==> config.mk <==
export PLATFORM = sky130hd
export DESIGN_NAME = my_pipelined_shift_unit_flat
export DESIGN_NICKNAME = d
export VERILOG_FILES = /design/src/rtl/my_pipelined_shift_unit_if.sv /design/src/rtl/my_pipelined_shift_unit.sv /design/src/flat_wrapper.sv
export SDC_FILE = /design/constraint.sdc
export NUM_CORES = 1
export LEC_CHECK = 0
export BUFFER_PORTS_ARGS = -buffer_cell sky130_fd_sc_hd__buf_4
export CORE_MARGIN = 2
export CORE_UTILIZATION = 60
export DETAILED_ROUTE_END_ITERATION = 6
export PLACE_DENSITY = 0.81
export SYNTH_ARGS = -nofsm -noshare
export SYNTH_HDL_FRONTEND = slang
export SYNTH_SLANG_ARGS = --single-unit
==> constraint.sdc <==
create_clock -name clock -period 2.7 [get_ports clock]
set_clock_uncertainty 0.15 [all_clocks]
set_input_delay 0.405 -clock clock [delete_from_list [all_inputs] [get_ports clock]]
set_output_delay 0.405 -clock clock [all_outputs]
set_load 0.02 [all_outputs]
==> src/rtl/my_pipelined_shift_unit_if.sv <==
// Request/result bundle for the pipelined shifter: request side, flush, result side.
// Latency: n/a (wires only).
// Backpressure: in_valid/in_ready on requests, out_valid/out_ready on results.
interface my_pipelined_shift_unit_if;
    logic        in_valid;
    logic        in_ready;
    logic [31:0] in_data;
    logic [4:0]  in_shamt;
    logic [1:0]  in_op;
    logic [4:0]  in_rd;
    logic        flush;
    logic        out_valid;
    logic        out_ready;
    logic [31:0] out_data;
    logic [4:0]  out_rd;

    modport master (
        output in_valid, in_data, in_shamt, in_op, in_rd, flush, out_ready,
        input  in_ready, out_valid, out_data, out_rd
    );

    modport slave (
        input  in_valid, in_data, in_shamt, in_op, in_rd, flush, out_ready,
        output in_ready, out_valid, out_data, out_rd
    );
endinterface

==> src/rtl/my_pipelined_shift_unit.sv <==
// Two-stage 32-bit shifter (SLL/SRL/SRA/PASS): 16/8 steps into S1, 4/2/1 steps into S2.
// Latency: 2 cycles from accept to out_valid; one result per cycle when unstalled.
// Backpressure: S2 holds while out_ready is low, S1 holds behind it, in_ready drops when both are full.
module my_pipelined_shift_unit (
    input  logic                       clock,
    input  logic                       reset,
    my_pipelined_shift_unit_if.slave   bus
);

    typedef enum logic [1:0] {
        OP_SLL  = 2'b00,
        OP_SRL  = 2'b01,
        OP_SRA  = 2'b10,
        OP_PASS = 2'b11
    } op_e;

    typedef struct packed {
        logic [31:0] dat;
        logic [2:0]  shamt;
        op_e         op;
        logic        sign;
        logic [4:0]  rd;
    } stage_t;

    // One conditional shift step; SRA fills with the sign bit captured at S1 entry.
    function automatic logic [31:0] shift_step(
        input logic [31:0] d,
        input op_e         op,
        input logic        sign,
        input logic        en,
        input logic [4:0]  amt
    );
        logic [31:0] fill;
        logic [31:0] res;
        fill = sign ? ~(32'hFFFF_FFFF >> amt) : 32'h0;
        res  = d;
        if (en) begin
            case (op)
                OP_SLL:  res = d << amt;
                OP_SRL:  res = d >> amt;
                OP_SRA:  res = (d >> amt) | fill;
                default: res = d;
            endcase
        end
        return res;
    endfunction

    stage_t      s1_q, s2_q;
    stage_t      s1_nxt, s2_nxt;
    logic        s1_vld, s2_vld;
    logic        s2_accept;
    logic        s1_move;
    logic        in_acc;
    logic [31:0] s1_mid;
    logic [31:0] s2_mid_a, s2_mid_b;
    logic        s2_unused;

    assign s2_accept   = !s2_vld || bus.out_ready;
    assign s1_move     = s1_vld && s2_accept;
    assign bus.in_ready = !bus.flush && (!s1_vld || s2_accept);
    assign in_acc      = bus.in_valid && bus.in_ready;

    always_comb begin
        s1_nxt       = '0;
        s1_nxt.op    = op_e'(bus.in_op);
        s1_nxt.sign  = bus.in_data[31];
        s1_nxt.rd    = bus.in_rd;
        s1_nxt.shamt = bus.in_shamt[2:0];
        s1_mid       = shift_step(bus.in_data, s1_nxt.op, s1_nxt.sign, bus.in_shamt[4], 5'd16);
        s1_nxt.dat   = shift_step(s1_mid, s1_nxt.op, s1_nxt.sign, bus.in_shamt[3], 5'd8);
    end

    always_comb begin
        s2_nxt       = '0;
        s2_nxt.op    = s1_q.op;
        s2_nxt.sign  = s1_q.sign;
        s2_nxt.rd    = s1_q.rd;
        s2_nxt.shamt = 3'd0;
        s2_mid_a     = shift_step(s1_q.dat, s1_q.op, s1_q.sign, s1_q.shamt[2], 5'd4);
        s2_mid_b     = shift_step(s2_mid_a, s1_q.op, s1_q.sign, s1_q.shamt[1], 5'd2);
        s2_nxt.dat   = shift_step(s2_mid_b, s1_q.op, s1_q.sign, s1_q.shamt[0], 5'd1);
    end

    // Flush wins over every transfer; data registers may still move since only valids are visible.
    always_ff @(posedge clock or negedge reset) begin
        if (!reset) begin
            s1_vld <= 1'b0;
            s2_vld <= 1'b0;
            s1_q   <= '0;
            s2_q   <= '0;
        end else begin
            if (bus.flush) begin
                s1_vld <= 1'b0;
                s2_vld <= 1'b0;
            end else begin
                if (s2_accept) s2_vld <= s1_vld;
                if (in_acc)       s1_vld <= 1'b1;
                else if (s1_move) s1_vld <= 1'b0;
            end
            if (s1_move) s2_q <= s2_nxt;
            if (in_acc)  s1_q <= s1_nxt;
        end
    end

    assign bus.out_valid = s2_vld;
    assign bus.out_data  = s2_q.dat;
    assign bus.out_rd    = s2_q.rd;

    // S2 keeps the full stage record; these fields are not needed past the last step.
    assign s2_unused = ^{s2_q.shamt, s2_q.op, s2_q.sign};

endmodule

==> src/flat_wrapper.sv <==
// flat-port wrapper written by rule: the top's interface ports become plain ports
module my_pipelined_shift_unit_flat 
  (clock, reset, bus_in_valid, bus_in_data, bus_in_shamt, bus_in_op, bus_in_rd, bus_flush, bus_out_ready, bus_in_ready, bus_out_valid, bus_out_data, bus_out_rd);
  my_pipelined_shift_unit_if bus_i ();
  input  logic clock;
  input  logic reset;
  input wire logic [$bits(bus_i.in_valid)-1:0] bus_in_valid;
  input wire logic [$bits(bus_i.in_data)-1:0] bus_in_data;
  input wire logic [$bits(bus_i.in_shamt)-1:0] bus_in_shamt;
  input wire logic [$bits(bus_i.in_op)-1:0] bus_in_op;
  input wire logic [$bits(bus_i.in_rd)-1:0] bus_in_rd;
  input wire logic [$bits(bus_i.flush)-1:0] bus_flush;
  input wire logic [$bits(bus_i.out_ready)-1:0] bus_out_ready;
  output wire logic [$bits(bus_i.in_ready)-1:0] bus_in_ready;
  output wire logic [$bits(bus_i.out_valid)-1:0] bus_out_valid;
  output wire logic [$bits(bus_i.out_data)-1:0] bus_out_data;
  output wire logic [$bits(bus_i.out_rd)-1:0] bus_out_rd;
  assign bus_i.in_valid = bus_in_valid;
  assign bus_i.in_data = bus_in_data;
  assign bus_i.in_shamt = bus_in_shamt;
  assign bus_i.in_op = bus_in_op;
  assign bus_i.in_rd = bus_in_rd;
  assign bus_i.flush = bus_flush;
  assign bus_i.out_ready = bus_out_ready;
  assign bus_in_ready = bus_i.in_ready;
  assign bus_out_valid = bus_i.out_valid;
  assign bus_out_data = bus_i.out_data;
  assign bus_out_rd = bus_i.out_rd;
  my_pipelined_shift_unit u_core (.clock(clock), .reset(reset), .bus(bus_i));
endmodule
* Yosys cells after proc, flatten, opt, wreduce, memory -nomap -nowiden
Cells that the tools add are included.
** Word-level totals
- Bits in registers :: 82
- Word-level logic and storage cells :: 50
** Cells by class
- Equal/unequal tests :: 4
- Multiplexer cells :: 20
- Bitwise gates (word level) :: 5
- Reduce and logical (&&, ||, !) cells :: 12
** Operators with widths (count)
- $pmux 32 s3 :: 5
- $mux 32 :: 10
- $or 16x32->32 :: 1
- $or 24x32->32 :: 1
- $or 28x32->32 :: 1
- $or 30x32->32 :: 1
- $or 31x32->32 :: 1
- $mux 1 :: 5
- $eq 2x1->1 const B :: 2
- $eq 2x2->1 const B :: 2
- $logic_not 2->1 :: 2
- $logic_and 1x1->1 :: 3
- $logic_not 1->1 :: 3
- $reduce_bool 3->1 :: 1
- $logic_or 1x1->1 :: 2
- $reduce_bool 2->1 :: 1

* Logic depth before layout (Yosys ltp)
- Word-level depth :: 10
- Depth in mapped cells :: 11
- Gate-level depth less buffers :: 6

* Least setup slack after synthesis
No wires, ideal clock.
- Path type :: flip-flop to flip-flop
- From :: register u_core.s2_vld (netlist: u_core.bus.out_valid)
- To :: register u_core.s1_q[41] in the netlist's numbering
- Library setup time :: 0.119 ns
- Arrival time :: 1.973 ns
- Path slack :: 0.459 ns
- Cell stages (with the launch flop) :: 8
- Buffers on the path :: 2
- Period minus slack after synthesis :: 2.241 ns
- Cells stage by stage :: dfrtp_1 nor2b_1 a21oi_1 and2_1 clkbuf_1 buf_2 o221ai_1 o21a_1
** On the way
- Longest elaborated chain between the ends :: 5
** RTL lines
- start: declaration :: line my_pipelined_shift_unit.sv:50 : logic s1_vld, s2_vld;
- start signal: assignment :: line my_pipelined_shift_unit.sv:96 : if (s2_accept) s2_vld <= s1_vld;
- $logic_not 1->1 :: line my_pipelined_shift_unit.sv:58 : assign s2_accept = !s2_vld || bus.out_ready;
- $logic_or 1x1->1 :: line my_pipelined_shift_unit.sv:58
- $logic_or 1x1->1 :: line my_pipelined_shift_unit.sv:60 : assign bus.in_ready = !bus.flush && (!s1_vld || s2_accept);
- $logic_and 1x1->1 :: line my_pipelined_shift_unit.sv:60
- named net bus_in_ready :: line flat_wrapper.sv:14 : output wire logic [$bits(bus_i.in_ready)-1:0] bus_in_ready;
- $logic_and 1x1->1 :: line my_pipelined_shift_unit.sv:61 : assign in_acc = bus.in_valid && bus.in_ready;
- end signal: assignment :: line my_pipelined_shift_unit.sv:101 : if (in_acc) s1_q <= s1_nxt;
- end: declaration :: line my_pipelined_shift_unit.sv:48 : stage_t s1_q, s2_q;
The timed path passes the listed nets, and every way through them passes these cells.
A chain may end at the register's enable or synchronous reset.

* Worst setup path in the final report
- From :: register u_core.s1_q[10] in the netlist's numbering
- To :: register u_core.s2_q (netlist bit u_core.bus.out_data[18])
** On the way
- Longest elaborated chain between the ends :: 7
** RTL lines
- $mux 32 * :: line my_pipelined_shift_unit.sv:37 : if (en) begin
- $or 30x32->32 :: line my_pipelined_shift_unit.sv:41 : OP_SRA: res = (d >> amt) | fill;
- $pmux 32 s3 :: line my_pipelined_shift_unit.sv:38 : case (op)
- $mux 32 * :: line my_pipelined_shift_unit.sv:37
- $or 31x32->32 :: line my_pipelined_shift_unit.sv:41
- $pmux 32 s3 :: line my_pipelined_shift_unit.sv:38
- $mux 32 * :: line my_pipelined_shift_unit.sv:37
- end signal: assignment :: line my_pipelined_shift_unit.sv:100 : if (s1_move) s2_q <= s2_nxt;
- end: declaration :: line my_pipelined_shift_unit.sv:48
Every way passes the cells marked *; elsewhere a longest branch is shown, timed or not.

==> out/metrics.csv <==
metric,value,unit
status,"complete, but fails checks",
violations,design-rule violations,
die_h,119,um
drt_iter0_drc,1757,
cts_max_level,3,
dpl_worst_slack,0.215,ns
hold_viol_final,0,
row_count,41,
dieArea,14100,um2
postCtsSetupBuffers,0,
stdcell_area,9220,um2
clk_latency,0.36,ns
tns,0,ns
synth_edf_count,0,
startpoint_type,register,
hpwl,22500,um
switching_share,45.9,%
syn-num-nets,1105,
pin_count,88,
pwr-share-clk,19.1,%
ys_ff_latch,82,
wirelength,30800,um
syn_inst,1056,
numCtsBuffers,9,
p_per_area,699,nW/um2
drv_slew,0,
fin_nets,1182,
firstDrtPassIters,7,
ys_types,83,
core,12700,um2
cp_cell_sequence,"nand2b_1, buf_4, o22ai_1, a21oi_1, nor2_1, a211o_1, o211ai_1",
cts_tree,built,
cap_viol_max_count,0,
p_sw,2960,uW
grtUsageTotal,43.1,%
crit_path_max_incr_delay,0.49,ns
rsz0062_at_grt,false,
stdcell_count,1310,
fin_crit_sh,94.3,%
synth_flop_cell,dfrtp_1,
worstPathArrival,2.68,ns
yosysWarnings,0,
grt_pass1_wl,48400,um
n_fill_cell,1070,
slew_headroom,51.3,%
drc,17,
dpl_cell_area,8920,um2
cts_root_buf,clkbuf_16,
final-setup-viol-count,0,
clock-sinks,82,
timing.fmax,393,MHz
ys_seq_area_share,26.0,%
syn_area,7890,um2
hold_path.class,input pin to register,
p_leak,0.00380,uW
yosysTopAreaCell,dfrtp_1,
portBuffers,87,
ant_nets,0,
wl_per_cell,23.5,um
power_frac_seq,28.7,%
syn_area_per_cell,7.47,um2
vias,9633,
antenna_cells,0,
p_int,3490,uW
yosysTopAreaCellShare,26.0,%
drive_gt1_share,20.0,%
p_comb_share,52.2,%
routabilityCongestion,1.08,
clk_pin_slew,0.07,ns
vias_per_cell,7.35,
gr-total-overflow,0,
setup_slack,0.153,ns
worstMarginPinSlew,0.730,ns
grt_max_degree,55,
crit_path_end_kind,register,
areaGrowthSynthToFinish,16.9,%
min_period,2.55,ns
ir_drop,0.000361,V
grt_pass1_vias,8715,
clockBufferDepth,2,
async_reset_ff_share,100,%
yosys-top-cells-area,"dfrtp_1 26%, nand2_1 7.3%, o21ai_0 5.5%, a21oi_1 4.4%, nor2_1 3.9%",
initial_core_util,62.0,%
r2r_setup_slack,0.15,ns
path_max_fanout,12,
worstPathRequired,2.83,ns
grt_antenna_before_repair,0,
placed_cells,1293,
hold-worst-slack,0.0636,ns
worst_path_max_delay_cell,dfrtp_2,
worstSetupPathType,register to register,
dieWidth,119,um
[cells in the final DEF, fill, tap and decap left out, types with 19 or more instances in the layout]
cell type,instances
a211oi_1,27
buf_4,161
nand2_1,153
nand3_1,21
dfrtp_1,78
o21ai_0,87
nor2_1,82
nor3_1,19
o22ai_1,45
o211ai_1,21
mux2i_1,21
a22oi_1,34
a21oi_1,70
inv_1,23
[cell usage after synthesis (23+ instances only)]
master / number
a21oi_1: 70
a22oi_1: 34
inv_1: 23
o21ai_0: 87
nand2_1: 153
dfrtp_1: 82
buf_2: 36
nor2_1: 83
clkbuf_1: 37
o22ai_1: 45
a211oi_1: 27
[metrics by stage]
stage | utilization, % | power [uW]
2_1_floorplan | - | 3860
3_3_place_gp | 70.1 | 5040
3_5_place_dp | 70.1 | 5070
4_1_cts | 72.5 | 6300
5_1_grt | 72.5 | 6710
6_report | 72.5 | 6450
[path summary, 6_finish.rpt]
path	end	startpoint	cells past startpoint
max in group asynchronous	u_core.bus.out_data[15]	reset	3
min in group asynchronous	u_core.s1_q[14]	reset	2
min	u_core.s1_vld	bus_flush	2
max	u_core.bus.out_data[18]	u_core.s1_q[10]	7
min reg2reg	u_core.bus.out_rd[4]	u_core.s1_q[4]	2
max reg2reg	u_core.bus.out_data[18]	u_core.s1_q[10]	7
[layout make-up]
class / count / area (um2) / share of cell area (%)
Clock buffer: 9 / 225 / 2.44
Clock inverter: 7 / 67.6 / 0.733
Inverter: 27 / 101 / 1.10
Multi-Input combinational cell: 845 / 5220 / 56.6
Sequential cell: 82 / 2060 / 22.3
Tap cell: 172 / 215 / 2.33
Timing Repair Buffer: 168 / 1340 / 14.5
[critical path, delay by kind of cell, from the launching register on]
family | cells | cell delay [ns]
buffers and inverters | 1 | 0.25
flip-flops | 1 | 0.49
AO/OA/AOI/OAI | 4 | 1.02
AND/OR/NAND/NOR | 2 | 0.56
[flip-flops by register name (all words and copies together), names as in the netlist]
name / count
u_core.bus.out_data: 32
u_core.s1_q: 43
u_core.bus.out_rd: 5
u_core.s1_vld: 1
u_core.bus.out_valid: 1
[metal layers]
layer | part of all wire [%] | routed length (um) | vias up | track usage, %
met5 | 0 | 0 | - | 0
met4 | 6.4 | 1980 | 0 | 22.8
met3 | 13 | 4070 | 175 | 9.70
met2 | 43 | 13200 | 878 | 65.2
met1 | 38 | 11600 | 4378 | 57.3
li1 | - | - | 4202 | -
[logic make-up after synthesis]
logic type	after synthesis	synth area share, %
compound gates	462	41.6
mux	30	4.04
fa+ha+maj	1	0.143
simple gates	349	20.0
flops	82	26.0
xor+xnor	3	0.333
buf+inv	129	7.94
[power by group through the flow]
stage | combinational [uW] | sequential [uW] | clock, uW
floorplan | 1890 | 1980 | 0
global placement | 3200 | 1840 | 0
detailed placement | 3220 | 1860 | 0
CTS | 3240 | 1830 | 1230
global route | 3540 | 1880 | 1290
finish | 3370 | 1850 | 1230
[timing repair]
action,CTS,global route
endpoints found under the hold margin,44,0
setup endpoints to repair,0,0
hold buffers,1,0
resized for setup,0,0
Power figures use the tool's default switching activity.
